[src/rtl/instr_fetch_unit.sv]
// Instruction fetch unit: fetches RV32I words over req/ack and presents them to decode over valid/ready.
// Optional macro IFU_PERF_EN adds fetch_count/stall_count performance counters.
module instr_fetch_unit #(
    parameter logic [31:0] RESET_PC = 32'h0000_0000,
    parameter logic [31:0] NOP_WORD = 32'h0000_0013
) (
    input  logic        clk,
    input  logic        rst,
    output logic        imem_req,
    output logic [31:0] imem_addr,
    input  logic        imem_ack,
    input  logic [31:0] imem_rdata,
    input  logic        redirect,
    input  logic [31:0] redirect_pc,
    output logic        dec_valid,
    input  logic        dec_ready,
    output logic [31:0] instr,
    output logic [31:0] pc,
    output logic [6:0]  opCode,
    output logic [2:0]  funct3,
    output logic [6:0]  funct7,
`ifdef IFU_PERF_EN
    output logic [31:0] fetch_count,
    output logic [31:0] stall_count,
`endif
    output logic        misalign
);

    typedef enum logic [1:0] {
        IDLE = 2'd0,
        REQ  = 2'd1,
        HOLD = 2'd2,
        DROP = 2'd3
    } state_t;

    state_t      state_q, state_d;
    logic [31:0] fetch_pc_q, fetch_pc_d;
    logic [31:0] addr_q, addr_d;
    logic        req_q, req_d;
    logic [31:0] instr_q, instr_d;
    logic [31:0] pc_q, pc_d;
    logic        dec_valid_q, dec_valid_d;
    logic        misalign_q, misalign_d;

    // Next-state and datapath selection; redirect overrides every other transition.
    always_comb begin
        state_d     = state_q;
        fetch_pc_d  = fetch_pc_q;
        instr_d     = instr_q;
        pc_d        = pc_q;
        dec_valid_d = dec_valid_q;
        misalign_d  = 1'b0;
        case (state_q)
            IDLE: state_d = REQ;
            REQ: begin
                if (imem_ack) begin
                    instr_d     = imem_rdata;
                    pc_d        = fetch_pc_q;
                    fetch_pc_d  = fetch_pc_q + 32'd4;
                    dec_valid_d = 1'b1;
                    state_d     = HOLD;
                end else begin
                    state_d = REQ;
                end
            end
            HOLD: begin
                if (dec_valid_q && dec_ready) begin
                    dec_valid_d = 1'b0;
                    state_d     = REQ;
                end else begin
                    state_d = HOLD;
                end
            end
            DROP: begin
                if (imem_ack) begin
                    state_d = REQ;
                end else begin
                    state_d = DROP;
                end
            end
            default: state_d = IDLE;
        endcase
        if (redirect) begin
            fetch_pc_d  = {redirect_pc[31:2], 2'b00};
            pc_d        = pc_q;
            dec_valid_d = 1'b0;
            instr_d     = NOP_WORD;
            misalign_d  = |redirect_pc[1:0];
            if (((state_q == REQ) || (state_q == DROP)) && !imem_ack) begin
                state_d = DROP;
            end else begin
                state_d = REQ;
            end
        end else begin
            misalign_d = 1'b0;
        end
    end

    // While draining an abandoned request the old address stays on the bus.
    always_comb begin
        req_d  = (state_d == REQ) || (state_d == DROP);
        addr_d = (state_d == DROP) ? addr_q : fetch_pc_d;
    end

    // State and output registers with synchronous reset.
    always_ff @(posedge clk) begin
        if (rst) begin
            state_q     <= IDLE;
            fetch_pc_q  <= RESET_PC;
            addr_q      <= RESET_PC;
            req_q       <= 1'b0;
            instr_q     <= NOP_WORD;
            pc_q        <= RESET_PC;
            dec_valid_q <= 1'b0;
            misalign_q  <= 1'b0;
        end else begin
            state_q     <= state_d;
            fetch_pc_q  <= fetch_pc_d;
            addr_q      <= addr_d;
            req_q       <= req_d;
            instr_q     <= instr_d;
            pc_q        <= pc_d;
            dec_valid_q <= dec_valid_d;
            misalign_q  <= misalign_d;
        end
    end

`ifdef IFU_PERF_EN
    logic [31:0] fetch_count_q;
    logic [31:0] stall_count_q;
    logic        stall_s;

    // A stall is a cycle waiting on memory or on decode.
    always_comb begin
        stall_s = (((state_q == REQ) || (state_q == DROP)) && !imem_ack) ||
                  ((state_q == HOLD) && !dec_ready);
    end

    // Performance counters, free-running with natural 32-bit wrap.
    always_ff @(posedge clk) begin
        if (rst) begin
            fetch_count_q <= 32'd0;
            stall_count_q <= 32'd0;
        end else begin
            if (dec_valid_q && dec_ready) begin
                fetch_count_q <= fetch_count_q + 32'd1;
            end
            if (stall_s) begin
                stall_count_q <= stall_count_q + 32'd1;
            end
        end
    end

    assign fetch_count = fetch_count_q;
    assign stall_count = stall_count_q;
`endif

    assign imem_req  = req_q;
    assign imem_addr = addr_q;
    assign dec_valid = dec_valid_q;
    assign instr     = instr_q;
    assign pc        = pc_q;
    assign misalign  = misalign_q;
    assign opCode    = instr_q[6:0];
    assign funct3    = instr_q[14:12];
    assign funct7    = instr_q[31:25];

endmodule

[config.mk]
export PLATFORM = sky130hd
export DESIGN_NAME = instr_fetch_unit
export DESIGN_NICKNAME = d
export VERILOG_FILES = /design/src/rtl/instr_fetch_unit.sv
export SDC_FILE = /design/constraint.sdc
export NUM_CORES = 1
export LEC_CHECK = 0
export ABC_AREA = 0
export BUFFER_PORTS_ARGS = -buffer_cell sky130_fd_sc_hd__buf_2
export CORE_AREA = 10 10 115 117
export DETAILED_ROUTE_END_ITERATION = 7
export DIE_AREA = 0 0 125 127
export PLACE_DENSITY = 0.79
export SLEW_MARGIN = 15
export SYNTH_ARGS = -nofsm -noshare
export SYNTH_HDL_FRONTEND = slang
export SYNTH_SLANG_ARGS = --single-unit
export TNS_END_PERCENT = 20
[constraint.sdc]
create_clock -name clk -period 2.5 [get_ports clk]
set_input_delay 0.5 -clock clk [delete_from_list [all_inputs] [get_ports clk]]
set_output_delay 0.5 -clock clk [all_outputs]
set_load 0.005 [all_outputs]
==> impl_metrics.tcl <==
set metrics [dict create \
    path_cells "nand4_1, or4_1, or3_1, a311oi_2, a21o_1" \
    finalHoldViolCount 0 \
    synth_top_area_share_pct 48.9 \
    path_clk_slew_ns 0.06 \
    ant_nets 0 \
    max-clock-path-buffers 2 \
    fin_crit_sh_pct 91.3 \
    worst_pin_slew_ns 0.813 \
    io_buffers 184 \
    synth_cells 652 \
    synth_top_family_by_area "simple AND/OR/NAND/NOR gates" \
    gp_congestion 0.880 \
    gr-total-overflow 0 \
    rsz0062_at_grt "false" \
    min_period_ns 2.28 \
    diodes 0 \
    synthTopCellsByCount "nand2_1, dfxtp_1, a21oi_1" \
    clock-sinks 132 \
    grt_pass1_vias 5249 \
    synth_mux_area_share_pct 0.185 \
    max_cap_viol_count 0 \
    fin_skew_ns 0.0102 \
    synth_largest_area_cell "dfxtp_1" \
    first_pass_iters 4 \
    drc 0 \
    track_usage_pct 20.1 \
    final.setup.tns_ns 0 \
    drive_gt1_share_pct 28.7 \
    grt_start_max_net_pins 90 \
    root_buffer "clkbuf_16" \
    initial_core_util_pct 48.5 \
    nets 879 \
    crit_path_end_kind "flip-flop" \
    clk_latency_ns 0.41 \
    use_met3_pct 6.37 \
    place_area_um2 6350 \
    die_w_um 125 \
    synth_area_um2 5400 \
    status "completed" \
    slew_violations 0 \
    rows 39 \
    crit_family "simple AND/OR/NAND/NOR gates" \
    ys.flop_type "dfxtp_1" \
    synthTopCellsByArea "dfxtp_1, nand2_1, a21oi_1" \
    fill_cells 959 \
    wl_per_cell_um 17.2 \
    cts_setup_buffers 0 \
    ys_ff_latch 132 \
    cts_resized 0 \
    synth_cell_types 45 \
    synth-simple-area-share_pct 26.3 \
    drt-initial-drc-count 486 \
    fmax_ghz 0.438 \
    cp-start-kind "flip-flop" \
    cp_slowest_cell "or4_1" \
    slowest_delay_ns 0.71 \
    grt_pass1_wl_mm 26.7 \
    cellLeakagePower_nw 2.98 \
    antenna_found_initial 0 \
    critical_path_class "flip-flop to flip-flop" \
    ys_seq_area_share_pct 48.9 \
    cp.arrival_ns 2.64 \
    worst-path-buf-inv 0 \
    cts_buffers 17 \
    dp_hpwl_mm 12.0 \
    avgSynthCellArea_um2 8.28 \
    synth-xor-area-share_pct 1.46 \
    coreArea_um2 11100 \
    setup_viol 0 \
    dr_total_vias 5303 \
    synth_most_common_cell "nand2_1" \
    async_reset_ff_share_pct 0 \
    cp_max_fo 9 \
    cp.required_ns 2.85 \
    use_met2_pct 32.1 \
    busiest_layer "met2" \
    holdCritPathClass "input pin to flip-flop" \
    synth_compound_area_share_pct 16.9 \
    tritoncts "done" \
    synthAdderAreaFrac_pct 0.232 \
    powerDensity_nw_per_um2 775 \
    use_met1_pct 24.6 \
    io_pins 185 \
    h-tree-depth 4 \
    synth_edf_count 0 \
    wl_mm 16.6 \
    relSlewSlack_pct 45.6 \
    die_h_um 127 \
    hold_buffers 0 \
    vdd_drop_max_mv 0.451 \
    die_area_um2 15900 \
    avgViaCountPerCell 5.50 \
    ys_warn_count 0 \
    stdcell_area_um2 6980 \
    syn2layout_area_growth_pct 29.4 \
    syn_nets 722 \
]
==> metrics by stage <==
stage	setup WS, ns	total power (W)	hold WS [ns]	util [%]	instances
3_5_place_dp	0.0842	0.00280	0.446	57.0	933
6_report	0.217	0.00541	0.302	62.8	965
5_1_grt	0.118	0.00562	0.302	62.8	965
2_1_floorplan	0.440	0.00259	0.427	-	652
4_1_cts	0.268	0.00544	0.297	62.8	965
3_3_place_gp	0.164	0.00279	0.440	57.0	933
==> metal layers <==
| metal | share of wire (%) | vias to the layer above |
|---|---|---|
| met5 | 0 | - |
| met2 | 47 | 242 |
| met3 | 7.9 | 29 |
| met4 | 2.3 | 0 |
| li1 | - | 2587 |
| met1 | 43 | 2445 |
==> power by group <==
group | internal, W | leakage (nW) | switching [W]
combinational | 0.000203 | 1.59 | 0.000259
clock | 0.00177 | 0.310 | 0.000871
sequential | 0.00221 | 1.08 | 0.0000952
==> flip-flops by register name (all words and copies together) (netlist names) <==
signal,count
dec_valid,1
pc,32
state_q,2
misalign,1
fetch_pc_q,32
instr,32
imem_addr,32
==> cell families after synthesis <==
family,Yosys count
compound gates,139
xor+xnor,9
fa+ha+maj,1
buf+inv,67
flops,132
mux,1
simple gates,303
==> cell usage in the layout (no fill, tap or decap), types with 2 or more instances in the layout <==
cell type  synthesis  final
bufinv_16          0      4
a31oi_1            3      3
clkbuf_16          0     17
xnor2_1            7      7
dfxtp_1          132    132
clkinv_2           0      2
o21a_1             5      5
a211oi_1           8      8
xor2_1             2      2
nand3_1           10     10
and3_1             2      2
a311oi_1           3      3
and2_1             2      2
clkbuf_1          41      3
o21ai_0            6      6
nor3b_1            4      4
nand2_1          151    151
nor2_2             0      2
o31a_1             8      8
and4_1             7      7
o31ai_1            5      5
inv_1              6      6
buf_4             17     13
a21oi_1           67     67
o22a_1            10     10
nand3b_1          18     18
buf_2              2    184
nand2b_1           3      3
nor3_1            36     36
buf_12             0      2
or4_1              3      3
o41ai_1           13     13
nor4_1             9      9
clkbuf_8           0      4
a31o_2             3      3
a21o_1             3      3
nor2_1            43     41
nand4_1           10     10
==> worst min-delay path, stage by stage <==
cell and delay [ns]:
buf_2 0.07, nand2_1 0.04, nand3_1 0.06
==> final timing paths <==
kind                            slack [ns]          start            end  depth (start not counted)
worst max-delay path                  0.22  fetch_pc_q[5]  imem_addr[19]                          5
worst min-delay path                  0.30  imem_rdata[4]       instr[4]                          3
worst max register to register        0.22  fetch_pc_q[5]  imem_addr[19]                          5
worst min register to register        0.45         pc[31]         pc[31]                          2
==> layout make-up <==
cell class / count / area [um^2] / share of cell area [%]
sequential: 132 / 2640 / 37.8
multi-input combinational: 453 / 2440 / 35.0
timing repair buffer: 199 / 1060 / 15.2
clock buffer: 24 / 492 / 7.04
tap: 143 / 179 / 2.56
clock inverter: 8 / 146 / 2.10
inverter: 6 / 22.5 / 0.322
No activity file was read; power rests on OpenSTA's default activity.
